## src/rtl/mdu_pkg.sv

```systemverilog
// Shared constants for the multiply/divide unit: FSM state encodings and default widths.
package mdu_pkg;

   localparam int unsigned WIDTH_DEF = 32;
   localparam int unsigned CNT_W_DEF = 5;

   localparam logic [1:0] IDLE = 2'd0;
   localparam logic [1:0] RUN  = 2'd1;
   localparam logic [1:0] DONE = 2'd2;

endpackage

```

## src/rtl/mult_step.sv

```systemverilog
// One shift-add iteration: conditionally add the multiplicand into hi, then shift {hi,lo} right.
module mult_step #(
   parameter int unsigned WIDTH = 32
) (
   input  logic [WIDTH:0]   hi,
   input  logic [WIDTH-1:0] lo,
   input  logic [WIDTH-1:0] mcand,
   output logic [WIDTH:0]   hi_next,
   output logic [WIDTH-1:0] lo_next
);

   logic [WIDTH:0] sum;

   always_comb begin
      sum = lo[0] ? (hi + {1'b0, mcand}) : hi;
      {hi_next, lo_next} = {1'b0, sum, lo[WIDTH-1:1]};
   end

endmodule

```

## src/rtl/seq_multiplier.sv

```systemverilog
// Iterative signed/unsigned multiplier for MULT/MULTU; fixed WIDTH+1 cycle latency, result
// strobed straight into the HI/LO register.
module seq_multiplier
   import mdu_pkg::*;
#(
   parameter int unsigned WIDTH = WIDTH_DEF,
   parameter int unsigned CNT_W = CNT_W_DEF
) (
   input  logic               CLK,
   input  logic               Reset,
   input  logic               Start,
   input  logic               Signed,
   input  logic [WIDTH-1:0]   A,
   input  logic [WIDTH-1:0]   B,
   output logic               Busy,
   output logic               Done,
   output logic               HiLo_En,
   output logic [2*WIDTH-1:0] Product
);

   logic [1:0]         state_q;
   logic [CNT_W-1:0]   cnt_q;
   logic [WIDTH:0]     hi_q;
   logic [WIDTH-1:0]   lo_q;
   logic [WIDTH-1:0]   mcand_q;
   logic               neg_q;
   logic [2*WIDTH-1:0] product_q;

   logic [WIDTH-1:0]   a_mag, b_mag;
   logic               neg_d;
   logic [WIDTH:0]     hi_next;
   logic [WIDTH-1:0]   lo_next;
   logic [2*WIDTH-1:0] acc_next, prod_next;
   logic               last;

   // The magnitude of the most negative value wraps back to itself, read as unsigned.
   always_comb begin
      a_mag     = (Signed && A[WIDTH-1]) ? (~A + 1'b1) : A;
      b_mag     = (Signed && B[WIDTH-1]) ? (~B + 1'b1) : B;
      neg_d     = Signed & (A[WIDTH-1] ^ B[WIDTH-1]);
      acc_next  = {hi_next[WIDTH-1:0], lo_next};
      prod_next = neg_q ? (~acc_next + 1'b1) : acc_next;
      last      = (cnt_q == CNT_W'(WIDTH - 1));
   end

   mult_step #(
      .WIDTH (WIDTH)
   ) u_step (
      .hi      (hi_q),
      .lo      (lo_q),
      .mcand   (mcand_q),
      .hi_next (hi_next),
      .lo_next (lo_next)
   );

   always_ff @(posedge CLK or posedge Reset) begin
      if (Reset) begin
         state_q   <= IDLE;
         cnt_q     <= '0;
         hi_q      <= '0;
         lo_q      <= '0;
         mcand_q   <= '0;
         neg_q     <= 1'b0;
         product_q <= '0;
      end else begin
         case (state_q)
            IDLE: begin
               if (Start) begin
                  state_q <= RUN;
                  cnt_q   <= '0;
                  hi_q    <= '0;
                  lo_q    <= b_mag;
                  mcand_q <= a_mag;
                  neg_q   <= neg_d;
               end
            end
            RUN: begin
               hi_q  <= hi_next;
               lo_q  <= lo_next;
               cnt_q <= cnt_q + 1'b1;
               if (last) begin
                  state_q   <= DONE;
                  product_q <= prod_next;
               end
            end
            DONE:    state_q <= IDLE;
            default: state_q <= IDLE;
         endcase
      end
   end

   assign Busy    = (state_q != IDLE);
   assign Done    = (state_q == DONE);
   assign HiLo_En = (state_q == DONE);
   assign Product = product_q;

endmodule
```

## config.mk

```make
export PLATFORM = sky130hd
export DESIGN_NAME = seq_multiplier
export DESIGN_NICKNAME = d
export VERILOG_FILES = /design/src/rtl/mdu_pkg.sv /design/src/rtl/mult_step.sv /design/src/rtl/seq_multiplier.sv
export SDC_FILE = /design/constraint.sdc
export NUM_CORES = 1
export LEC_CHECK = 0
export CORE_AREA = 2 2 144 146
export CTS_BUF_LIST = sky130_fd_sc_hd__clkbuf_8
export DETAILED_ROUTE_END_ITERATION = 16
export DIE_AREA = 0 0 146 148
export GPL_ROUTABILITY_DRIVEN = 1
export GPL_TIMING_DRIVEN = 0
export PLACE_DENSITY = 0.92
export RECOVER_POWER = 25
export SLEW_MARGIN = 20
export SYNTH_ARGS = -nofsm -noshare
export SYNTH_HDL_FRONTEND = slang
export SYNTH_SLANG_ARGS = --single-unit
export TNS_END_PERCENT = 5
```

## constraint.sdc

```tcl
create_clock -name CLK -period 7.6 [get_ports CLK]
set_clock_uncertainty 0.05 [all_clocks]
set_input_delay 1.52 -clock CLK [delete_from_list [all_inputs] [get_ports CLK]]
set_output_delay 1.52 -clock CLK [all_outputs]
set_load 0.005 [all_outputs]
```

==> out/metrics.cfg, run 1 <==
[status]
run_status=finished with violations
violations=capacitance limit, slew limit

[synthesis]
synth_sequential_area_ratio=0.362
synth_cell_type_count=85
synth_async_sr_flop_share=1.00
synth.ff_latch_count=168
synth_top_flop_cell=dfrtp_1
post_synthesis_cell_area_um2=11600
syn_area_per_cell_um2=8.36
post_synth_inst_count=1388
yosysWarnings=0
synthesis.nets=1494
number_of_synthesized_flops_with_an_enable_pin=0

[global_routing]
grt_pass1_vias=10800
antenna_found_initial=1
grt_max_degree=100
gr-usage-all-layers=0.330
gr-total-overflow=0
grt_first_pass_wirelength_um=56800

[finish]
final_design_area_no_fill_um2=13700
post_route_cells_drive_above_1_share=0.0598
mostFrequentLayoutCells=nand2_1 (208), o21ai_0 (207), dfrtp_1 (168), clkdlybuf4s50_1 (132), clkbuf_1 (67)
layout_commonest_cell=nand2_1
growth_of_design_area_from_synthesis_to_finish_pct=18.5
insertedDiodeCount=0
fillerInstances=1588
finish.net_count=1648
instances_no_fill=1825

[hold_path]
holdPathEnd=Product[35]
hold_path.class=flip-flop to flip-flop
holdCritStartpoint=Product[35]
worstHoldPathCells=2

[timing]
period_share=0.583
timing_hold_violations_final=0
period_minus_slack_ns=4.43
hold-worst-slack_ns=0.440
timing.slew.headroom=-0.981
tightestPinTransition_ns=2.96
fin_ws_ns=3.17
setup-violations-final=0
rsz0062_at_grt=no
max_clock_freq_mhz=226
report.final.slew_viol_count=70

[drt]
detail_route.drc_violations=0
routedWlPerCell_um=19.6
drt-vias-per-instance=6.37
vias=11600
detail_route.iter0.violations=1226
detail_route.wirelength_um=35800
detailedRoute.firstPassIterationCount=6
ant_nets=0

[worst_setup_path]
worstPathCellList=ha_1 -> fa_1 -> a211o_1 -> a21oi_2 -> or3_1 -> nand3_1 -> nor4_1 -> nand3_1 -> nand4b_2 -> o41ai_2 -> xnor2_1 -> o21ai_1
critical-path-slowest-cell=nor4_1
critPathArrivalTime_ns=4.77
reg2reg_from=hi_q[0]
crit_type=flip-flop to flip-flop
reg2reg_depth=12
setup.worst_path.start_class=flip-flop
critPathTopFamily=simple AND/OR/NAND/NOR gates
timing.critical_path.slowest_cell_delay_ns=0.65
endpoint_kind=flip-flop
cp_common_cell=nand3_1
regToRegSetupSlack_ns=3.17
critical_path_buf_inv_count=0
timing.critical_path.required_ns=7.93
rr_endpoint=Product[63]
worstPathMaxFanout=6

[clock_network]
cts-root-to-sink-buffers=2
clkSinkCount=168
cts-resized-gates=0
cts_buffers=17
cts_tree=yes
maximum_level_of_the_cts_h_tree=4
clk_latency_ns=0.49
cts_hold_buf=0
post_cts_buffers=0
clk_pin_slew_worst_paths_ns=0.11
clockRootBuffer=clkbuf_8

[power]
pwr_density_cell_nw_per_um2=467
clock_power_share=0.111
worst_ir_drop_vdd_mv=0.201
sw_frac_of_total=0.506
total_leakage_power_nw=5.56
fin_total_pwr_mw=6.42
power.share.combinational=0.613
p_sw_mw=3.25
internal-power_mw=3.17
sequential_share_of_power=0.277

[floorplan]
initial_cell_density_of_the_core=0.579
core_um2=20000
die_x_um=146
top_level_i_o_count=135
total_die_area_um2=21600
die_h_um=148
placementRows=52

[placement]
placed_area_um2=13300
numPlacedInstances=1793
routabilityCongestion=1.01
dpl_worst_slack_ns=3.07
hpwlAfterDp_um=27800
io_buffer_count=134

[job]
drv.max_cap_violation_count=1

## synth_stat cells (all sizes together), types with 5 or more instances
| cell | count | share of area |
|---|---|---|
| and3 | 16 | 0.0086 |
| nand3 | 56 | 0.025 |
| a22oi | 33 | 0.021 |
| a211oi | 13 | 0.010 |
| nor2b | 5 | 0.0027 |
| o211a | 5 | 0.0050 |
| ha | 37 | 0.040 |
| nand3b | 6 | 0.0039 |
| o2111ai | 8 | 0.0071 |
| o21ai | 212 | 0.091 |
| buf | 24 | 0.014 |
| dfrtp | 168 | 0.36 |
| nand2 | 208 | 0.067 |
| xor2 | 63 | 0.048 |
| a21oi | 69 | 0.032 |
| or4 | 7 | 0.0049 |
| clkbuf | 69 | 0.023 |
| nor2 | 57 | 0.018 |
| nor4 | 14 | 0.0088 |
| and2 | 6 | 0.0032 |
| xnor2 | 63 | 0.048 |
| nand4 | 23 | 0.012 |
| o211ai | 9 | 0.0067 |
| nor3 | 27 | 0.012 |
| o31ai | 26 | 0.017 |
| o41ai | 14 | 0.012 |
| or3 | 12 | 0.0066 |
| o21a | 13 | 0.0085 |
| mux2i | 8 | 0.0069 |
| a21o | 8 | 0.0054 |
| inv | 26 | 0.0084 |
| nand2b | 20 | 0.011 |
## worst register-to-register path: cells and delay by family (launching register included)
kind	cells	cell delay (ns)
adder cells (fa/ha/maj)	2	0.75
AND/OR/NAND/NOR	5	1.78
flip-flops	1	0.44
XOR/XNOR	1	0.20
AO/OA/AOI/OAI	4	1.10
## flip-flops by register name, summed over array words and instances (netlist names)
register  count
Product      64
cnt_q         5
hi_q         32
lo_q         32
mcand_q      32
neg_q         1
state_q       2
## layout make-up
| cell class | instances | area [um2] | area share |
|---|---|---|---|
| multi-input combinational | 1101 | 6880 | 0.501 |
| sequential | 168 | 4200 | 0.306 |
| timing repair buffer | 135 | 1370 | 0.0996 |
| buffer | 93 | 417 | 0.0303 |
| tap | 270 | 338 | 0.0246 |
| clock buffer | 17 | 234 | 0.0170 |
| clock inverter | 15 | 205 | 0.0149 |
| inverter | 26 | 98.8 | 0.00719 |
## cells by family (layout without fill, tap and decap cells)
kind of cell / after synthesis / after routing / synth area share
adder cells (fa/ha/maj): 38 / 38 / 0.0416
flip-flops: 168 / 168 / 0.362
buffers and inverters: 119 / 286 / 0.0446
multiplexers: 9 / 9 / 0.00787
AO/OA/AOI/OAI: 452 / 452 / 0.249
AND/OR/NAND/NOR: 476 / 476 / 0.199
XOR/XNOR: 126 / 126 / 0.0951
## worst max path at each step
stage	from	to	slack [ns]	depth (start not counted)
finish	hi_q[0]	Product[63]	3.17	12
floorplan	Reset	Product[0]	1.48	1
detailed placement	A[0]	mcand_q[24]	3.07	11
global route	hi_q[0]	Product[63]	2.99	12
global placement	Reset	mcand_q[21]	-0.43	2
CTS	hi_q[0]	Product[63]	3.36	12
## per-stage QoR
step | util | setup TNS, ns
after floorplan | - | 0
after global placement | 0.663 | -69.71
after detailed placement | 0.665 | 0
after CTS | 0.687 | 0
after global routing | 0.686 | 0
final | 0.686 | 0
## power groups by stage
stage               Clock, mW  Sequential, mW  Combinational (mW)
detailed placement          0            1.76                3.81
CTS                     0.702            1.75                3.84
global route            0.741            1.81                4.26
global placement            0            1.74                3.66
finish                  0.711            1.78                3.93
floorplan                   0            1.62                2.57
## routing by layer
| metal | share of wire | global-route usage | vias up | wire length, um |
|---|---|---|---|---|
| met3 | 0.10 | 0.0759 | 84 | 3710 |
| met4 | 0.026 | 0.107 | 2 | 933 |
| li1 | - | - | 5352 | - |
| met5 | 0.00022 | 0 | - | 8 |
| met2 | 0.46 | 0.526 | 618 | 16300 |
| met1 | 0.41 | 0.449 | 5574 | 14800 |
Power figures use the tool's default switching activity.
==> run 2: changes to the inputs <==
Settings changed: CORE_AREA 2 2 144 146 to 2 2 151 153, DIE_AREA 0 0 146 148 to 0 0 153 155, PLACE_DENSITY 0.92 to 0.89.
Clock period 7.6 ns to 3.7 ns, I/O delays scaled along.
==> run 2 against run 1 <==
- the flow finishes with violations (setup timing)
- count of clock-buffer cells in the layout did not move
- non-clock buffer count rose by 16
- final cell count rose by 1.7%
- sequential share of layout area fell by 1.0 points
- largest power group unchanged
- first-iteration DRC count rose by 2.1%
- clock power rose by 100%
- critical path depth rose by 3
- fmax rose by 19%
- utilization fell by 4.6 points
- highest routed layer is now met4
- final area rose by 3.5%
- die area rose by 9.8%
- largest cell class unchanged
- wire length rose by 4.0%
==> out/metrics.cfg, run 2 (synthesized netlist as in run 1, its figures left out) <==
[status]
run_status=finished with violations
violations=setup timing

[drt]
ant_nets=0  ; unchanged
detail_route.iter0.violations=1252  ; +2.1%
drt-vias-per-instance=6.32  ; -0.84%
detailedRoute.firstPassIterationCount=6  ; unchanged
routedWlPerCell_um=20.1  ; +2.2%
vias=11700  ; +0.84%
detail_route.drc_violations=0  ; unchanged
detail_route.wirelength_um=37200  ; +4.0%

[worst_setup_path]
regToRegSetupSlack_ns=-0.03  ; -3.20 ns
reg2reg_depth=15  ; +3
critical_path_buf_inv_count=3  ; +3
setup.worst_path.start_class=flip-flop
timing.critical_path.from=mcand_q[0]
critPathTopFamily=compound AO/OA/AOI/OAI gates
endpoint_kind=flip-flop
rr_endpoint=Product[54]
timing.critical_path.slowest_cell_delay_ns=0.47  ; -0.18 ns
critical-path-slowest-cell=dfrtp_2
worstPathCellList=ha_4 -> fa_2 -> a211oi_4 -> o211ai_4 -> a21o_1 -> a211oi_4 -> nand4_1 -> buf_6 -> nor4b_4 -> buf_4 -> buf_4 -> nand3_2 -> o31ai_2 -> xnor2_1 -> o21ai_1
crit_type=flip-flop to flip-flop
reg2reg_from=mcand_q[0]
critPathArrivalTime_ns=4.04  ; -0.73 ns
worstPathMaxFanout=7  ; +1
timing.critical_path.required_ns=4.01  ; -3.92 ns

[floorplan]
placementRows=55  ; +5.8%
initial_cell_density_of_the_core=0.522  ; -0.0570
die_h_um=155  ; +4.7%
top_level_i_o_count=135  ; unchanged
die_x_um=153  ; +4.8%
core_um2=22200  ; +11%
total_die_area_um2=23700  ; +9.8%

[timing]
max_clock_freq_mhz=268  ; +19%
rsz0062_at_grt=yes
period_minus_slack_ns=3.73  ; -0.703 ns
fin_ws_ns=-0.0297  ; -3.20 ns
tightestPinTransition_ns=1.49  ; -1.47 ns
timing_hold_violations_final=0  ; unchanged
report.final.slew_viol_count=0  ; -100%
period_share=1.01  ; +0.425
setup-violations-final=2  ; +2
timing.slew.headroom=0.00735  ; +0.989

[finish]
insertedDiodeCount=0  ; unchanged
largest_register_ff_count=64  ; unchanged
post_route_cells_drive_above_1_share=0.0974  ; +0.0376
mostFrequentLayoutCells=nand2_1 (208), o21ai_0 (198), dfrtp_1 (164), clkdlybuf4s50_1 (133)
layout_commonest_cell=nand2_1
growth_of_design_area_from_synthesis_to_finish_pct=22.7
final_core_utilization=0.640  ; -0.0456
finish.net_count=1664  ; +0.97%
instances_no_fill=1856  ; +1.7%

[power]
total_leakage_power_nw=5.73  ; +3.1%
worst_ir_drop_vdd_mv=0.462  ; +130%
pwr_density_cell_nw_per_um2=976  ; +110%

[clock_network]
cts_buffers=17  ; unchanged
clk_pin_slew_worst_paths_ns=0.11  ; about the same
clk_latency_ns=0.49  ; about the same
cts-root-to-sink-buffers=2  ; unchanged
maximum_level_of_the_cts_h_tree=4  ; unchanged
clkSinkCount=168  ; unchanged
clockRootBuffer=clkbuf_8
cts_tree=yes

[global_routing]
grt_max_degree=37  ; -63%
gr-usage-all-layers=0.311  ; -0.0189
grt_pass1_vias=11300  ; +4.5%
gr-total-overflow=0  ; unchanged
grt_first_pass_wirelength_um=59100  ; +4.1%
antenna_found_initial=0  ; -1

[hold_path]
hold_path.class=flip-flop to flip-flop
holdCritStartpoint=Product[61]
worstHoldPathCells=2  ; unchanged
holdPathEnd=Product[61]

[placement]
io_buffer_count=134  ; unchanged
routabilityCongestion=0.969  ; -3.6%
dpl_worst_slack_ns=-0.660  ; -3.73 ns
hpwlAfterDp_um=28400  ; +2.3%
numPlacedInstances=1811  ; +1.0%

[job]
drv.max_cap_violation_count=0  ; -1

run 2: changes by cell type in the layout (fill, tap and decap cells not counted), sizes merged:
cell	change
bufinv	-1
inv	-2
clkdlybuf4s50	+1
clkinv	+3
clkbuf	-2
dlymetal6s2s	+1
buf	+17
dlygate4sd3	-1
run 2: metal layers:
| metal | GRT usage | share of wire | vias to the layer above |
|---|---|---|---|
| met5 | 0 | 0 | - |
| met4 | 0.104 | 0.024 | 0 |
| met3 | 0.0526 | 0.096 | 88 |
| met2 | 0.499 | 0.46 | 628 |
| met1 | 0.430 | 0.42 | 5644 |
| li1 | - | - | 5368 |
run 2: through the flow:
stage               TNS, ns  cell area [um2]  hold WS (ns)  total power, mW
CTS                       0            14100         0.446             13.3
finish              -0.0388            14200         0.439             13.9
floorplan                 0            11600         0.393             8.63
global placement     -81.95            13300         0.409             11.1
detailed placement    -6.22            13400         0.419             11.4
global route         -0.904            14200         0.478             14.8
run 2: power by group:
part | internal, mW | switching [mW]
combinational | 3.57 | 5.23
sequential | 2.73 | 0.919
clock | 0.541 | 0.895
total | 6.85 | 7.04
run 2: final cells by class:
cell class	count	area, um2
Fill cell	1813	7990
Multi-Input combinational cell	1101	7170
Sequential cell	168	4210
Timing Repair Buffer	156	1540
Buffer	88	412
Tap cell	285	357
Clock buffer	17	234
Clock inverter	15	219
Inverter	26	98.8
run 2: how the worst max path moves through the flow:
stage | to | cells past startpoint
2_1_floorplan | Product[62] | 12
3_3_place_gp | Product[63] | 12
3_5_place_dp | Product[63] | 12
4_1_cts | Product[63] | 12
5_1_grt | Product[49] | 12
6_report | Product[54] | 15
run 2: what timing repair did:
action | 4_1_cts | 5_1_grt
hold endpoints to repair | 0 | 0
endpoints found under the setup margin | 19 | 15
setup buffers | 14 | 4
pin swaps | 13 | 19
hold buffers | 0 | 0
gates resized for setup | 26 | 43
run 2: tightest hold or removal path, stage by stage, from the launching register on:
cell and delay, ns:
dfrtp_1 0.36, nand2_1 0.04, o21ai_0 0.06
==> RTL edit 1 (flow settings as in run 2) <==
Reset style: synchronous (`Reset`), changed in one clocked block.
--- a/src/rtl/seq_multiplier.sv
+++ b/src/rtl/seq_multiplier.sv
@@ -55,3 +55,3 @@
 
-   always_ff @(posedge CLK or posedge Reset) begin
+   always_ff @(posedge CLK) begin
       if (Reset) begin
Check against the original RTL: differs if Reset is asserted again (counterexample within 4 cycles, from zero or initial values and one cycle with Reset high); with Reset held inactive, the same outputs for 10 cycles.
==> RTL edit 1 against run 2 <==
- sequential cell count did not move
- design area fell by 3.6%
- the flow still finishes with violations (setup timing)
- sequential share of layout area fell by 5.0 points
- critical path type unchanged
- routed wire length fell by 4.3%
- area after synthesis fell by 3.9%
- setup slack got worse by 0.38 ns
- global-route usage fell by 2.4 points
Power is left out: it rests on default switching activity, and per cell area and clock period it moved more than threefold.
==> RTL edit 1: results <==
metrics = {
    "outcome": {
        "status": "finished with violations",
        "violations": "setup timing",
    },
    "finish": {
        "insertedDiodeCount": 0,
        "largest_reg_flops": 64,
        "drive_gt1_share_pct": 9.83,
        "nets": 1720,
        "stdcell_count": 1912,
    },
    "clock_network": {
        "clock-root-buffer": "clkbuf_8",
        "worstSkewPairLatency_ns": 0.51,
        "clockBufferDepth": 2,
        "cts_made_buffers": 17,
        "clk_pin_slew_ns": 0.10,
        "cts_max_level": 4,
    },
    "setup_path": {
        "arrival_ns": 4.48,
        "cpLargestDelayFamily": "compound AO/OA/AOI/OAI gates",
        "cp_max_fo": 4,
        "critPathMaxStageDelay_ns": 0.39,
        "crit_slowest_cell": "a221o_1",
    },
    "synth": {
        "muxShareOfSynthArea_pct": 1.31,
        "ys_async_sr_fraction_pct": 0,
        "synth_compound_area_share_pct": 26.9,
        "synth_common_cells": "169 x nand2_1, 168 x dfxtp_1, 151 x nor2_1",
        "synthCells": 1445,
        "yosys_warnings": 0,
        "synthTopCellsByArea": "dfxtp_1 30%, a21oi_1 6.2%, nand2_1 5.7%",
        "ys_seq_area_share_pct": 30.1,
        "synth_xor_area_share_pct": 10.0,
        "syn-num-nets": 1551,
        "synth_fa_ha_area_share_pct": 4.33,
        "ys_types": 89,
    },
    "grt": {
        "antenna_found_initial": 0,
        "grt_pass1_wl_mm": 54.9,
        "grt_max_degree": 20,
        "grt_pass1_vias": 10600,
        "track_usage_pct": 28.6,
    },
    "timing": {
        "setup_viol": 18,
        "relSlewSlack_pct": 36.9,
        "worst_slack_ns": -0.406,
    },
    "detailed_routing": {
        "wirelength_mm": 35.7,
        "first_pass_iters": 6,
        "vias": 11800,
        "first_iter_violations": 1235,
    },
    "hold_path": {
        "min_path_type": "flip-flop to flip-flop",
    },
    "placed_design": {
        "portBuffers": 134,
        "place_congestion": 0.974,
        "dp.final_hpwl_mm": 27.5,
    },
}
[RTL edit 1: cell count changes in the layout (fill, tap and decap cells not counted), sizes merged, moves of 33 or more]
cell	run 2	this run
o21ai	212	66
nand2	208	169
dfrtp	168	0
dlygate4sd3	1	49
nor2	57	152
a21oi	69	138
clkdlybuf4s50	133	85
a31oi	4	37
dfxtp	0	168
a211oi	13	62
[RTL edit 1: cell type report]
cell class / count / area (µm²)
Buffer: 95 / 453
Clock buffer: 17 / 234
Fill cell: 1892 / 8500
Clock inverter: 15 / 179
Sequential cell: 168 / 3370
Multi-Input combinational cell: 1154 / 7540
Tap cell: 285 / 357
Inverter: 24 / 90.1
Timing Repair Buffer: 154 / 1510
[RTL edit 1: through the flow]
step                      cell area, µm²  hold WS (ns)  util, %  setup WS (ns)  setup TNS (ns)
after CTS                          13600         0.410     61.0         -0.329           -1.62
after detailed placement           12900         0.396     58.0         -0.818           -7.70
after global placement             12900         0.391     57.9         -0.810           -6.62
after floorplan                    11200         0.383        -        -0.0168         -0.0168
final                              13700         0.407     61.8         -0.406           -3.39
after global routing               13700         0.430     61.8         -0.464           -5.29
[RTL edit 1: final timing paths]
kind | startpoint | endpoint | slack, ns | cells past startpoint
worst max-delay path | mcand_q[0] | Product[61] | -0.41 | 14
worst max register to register | mcand_q[0] | Product[61] | -0.41 | 14
worst min-delay path | Product[36] | Product[36] | 0.41 | 2
worst min register to register | Product[36] | Product[36] | 0.41 | 2
[RTL edit 1: what timing repair did]
action / in CTS / in global routing
setup endpoints to repair: 17 / 28
gates resized for setup: 32 / 33
pin swaps: 18 / 20
setup buffers: 15 / 5
[RTL edit 1: per-layer routing]
layer,wire (µm),GRT usage [%]
met3,3500,5.71
met4,1390,13.5
met2,15800,44.3
met1,15000,38.5
met5,0,0
==> RTL edit 2 (settings of run 2) <==
Made on the original files. Change the package constant `CNT_W_DEF` from 5 to 4.
--- a/src/rtl/mdu_pkg.sv
+++ b/src/rtl/mdu_pkg.sv
@@ -4,3 +4,3 @@
    localparam int unsigned WIDTH_DEF = 32;
-   localparam int unsigned CNT_W_DEF = 5;
+   localparam int unsigned CNT_W_DEF = 4;
 
Function: same outputs for any inputs over 10 cycles, from zero or initial values and one cycle with Reset high; that may be too few to reach the edited logic, so the function may still have changed.
==> RTL edit 2 against run 2 <==
- the run ends with capacitance limit, slew limit, setup timing left
- sequential cell count is 1 lower
- setup slack worse by 0.27 ns
- area after synthesis is 1.8% lower
- routed wire length is 0.45% higher
- design area is 0.23% higher
- largest power group unchanged
- sequential power is 2% lower
- critical path depth is 3 lower
- synthesized cell count is 1.4% lower
- non-clock buffer count is 2 higher
- critical path type unchanged
- sequential share of layout area is 0.23 points lower
- total power is 0.57% lower
==> RTL edit 2: results <==
metrics = {
    "detailed_routing": {
        "first_iter_violations": 1357,
        "wirelength_mm": 37.4,
        "vias": 11800,
        "viasPerCell": 6.37,
    },
    "outcome": {
        "violations": "capacitance limit, slew limit, setup timing",
        "status": "finished with violations",
    },
    "power": {
        "p_leak_nw": 5.69,
        "switching_share_pct": 50.3,
        "seq_power_share_pct": 25.8,
        "combinationalPowerShare_pct": 64.9,
    },
    "setup_path": {
        "critPathMaxStageDelay_ns": 0.53,
        "crit_slowest_cell": "or3b_4",
        "ff2ff_path_depth": 12,
        "cp-endpoint": "Product[63]",
    },
    "timing": {
        "worst_pin_slew_ns": 1.78,
        "slew_violations": 66,
        "whs_ns": 0.433,
        "setup_viol": 11,
        "tns_ns": -1.92,
        "worst_slack_ns": -0.301,
    },
    "finish": {
        "drive_gt1_share_pct": 10.9,
        "nets": 1655,
    },
    "placed_design": {
        "portBuffers": 134,
        "dpl-instance-area_um2": 13200,
        "place_ws_ns": -1.46,
        "place_congestion": 0.978,
        "dp.final_hpwl_mm": 27.9,
    },
    "grt": {
        "grt_pass1_vias": 11000,
        "grt_pass1_wl_mm": 58.8,
    },
    "synth": {
        "ys_seq_area_share_pct": 36.7,
        "ys_types": 78,
        "synth_common_cells": "203 x o21ai_0, 186 x nand2_1, 167 x dfrtp_1",
        "synthTopCellsByArea": "dfrtp_1 37%, o21ai_0 8.9%, nand2_1 6.1%",
        "synthCells": 1369,
    },
    "hold_path": {
        "hold_end": "Product[47]",
        "hp-start": "Product[47]",
    },
    "run": {
        "drv_cap": 2,
    },
}
==> RTL edit 2: cell count changes after synthesis, sizes merged, moves of 9 or more <==
| cell | change |
|---|---|
| nand2 | -22 |
| nand2b | -10 |
| nor2 | +10 |
| o21a | -9 |
| a21oi | +15 |
| buf | -13 |
==> RTL edit 2: cells by family (layout without fill, tap and decap cells) <==
kind of cell | after synthesis | in the layout | synth area share (%)
buffers and inverters | 114 | 307 | 3.81
AND/OR/NAND/NOR | 457 | 457 | 20.1
multiplexers | 13 | 13 | 1.18
XOR/XNOR | 126 | 126 | 9.69
AO/OA/AOI/OAI | 455 | 455 | 24.5
adder cells (fa/ha/maj) | 37 | 37 | 4.13
flip-flops | 167 | 167 | 36.7
==> RTL edit 2: per-layer routing <==
layer	GRT usage, %	vias to the layer above	wire [µm]
met1	42.4	5607	15100
met4	10.9	0	1110
met2	48.7	687	16900
met3	7.35	108	4280
met5	0	-	0
li1	-	5357	-
==> RTL edit 2: cell type report <==
type                            instances  area, µm²  area share, %
Buffer                                 78        307           2.15
Sequential cell                       167       4190           29.3
Clock inverter                         13        120          0.842
Clock buffer                           18        248           1.74
Inverter                               30        114          0.798
Multi-Input combinational cell       1088       7310           51.3
Timing Repair Buffer                  168       1620           11.4
Tap cell                              285        357           2.50
==> RTL edit 2: what timing repair did <==
action | in CTS | in global routing
gates resized for setup | 78 | 46
pin swaps | 33 | 29
setup buffers | 19 | 11
endpoints found under the setup margin | 38 | 24
hold buffers | 0 | 0
endpoints found under the hold margin | 0 | 0
==> RTL edit 2: tightest hold or removal path: cells and delay by family (launching register included) <==
kind            cells  cell delay, ns
compound gates      1            0.06
flops               1            0.35
simple gates        1            0.05
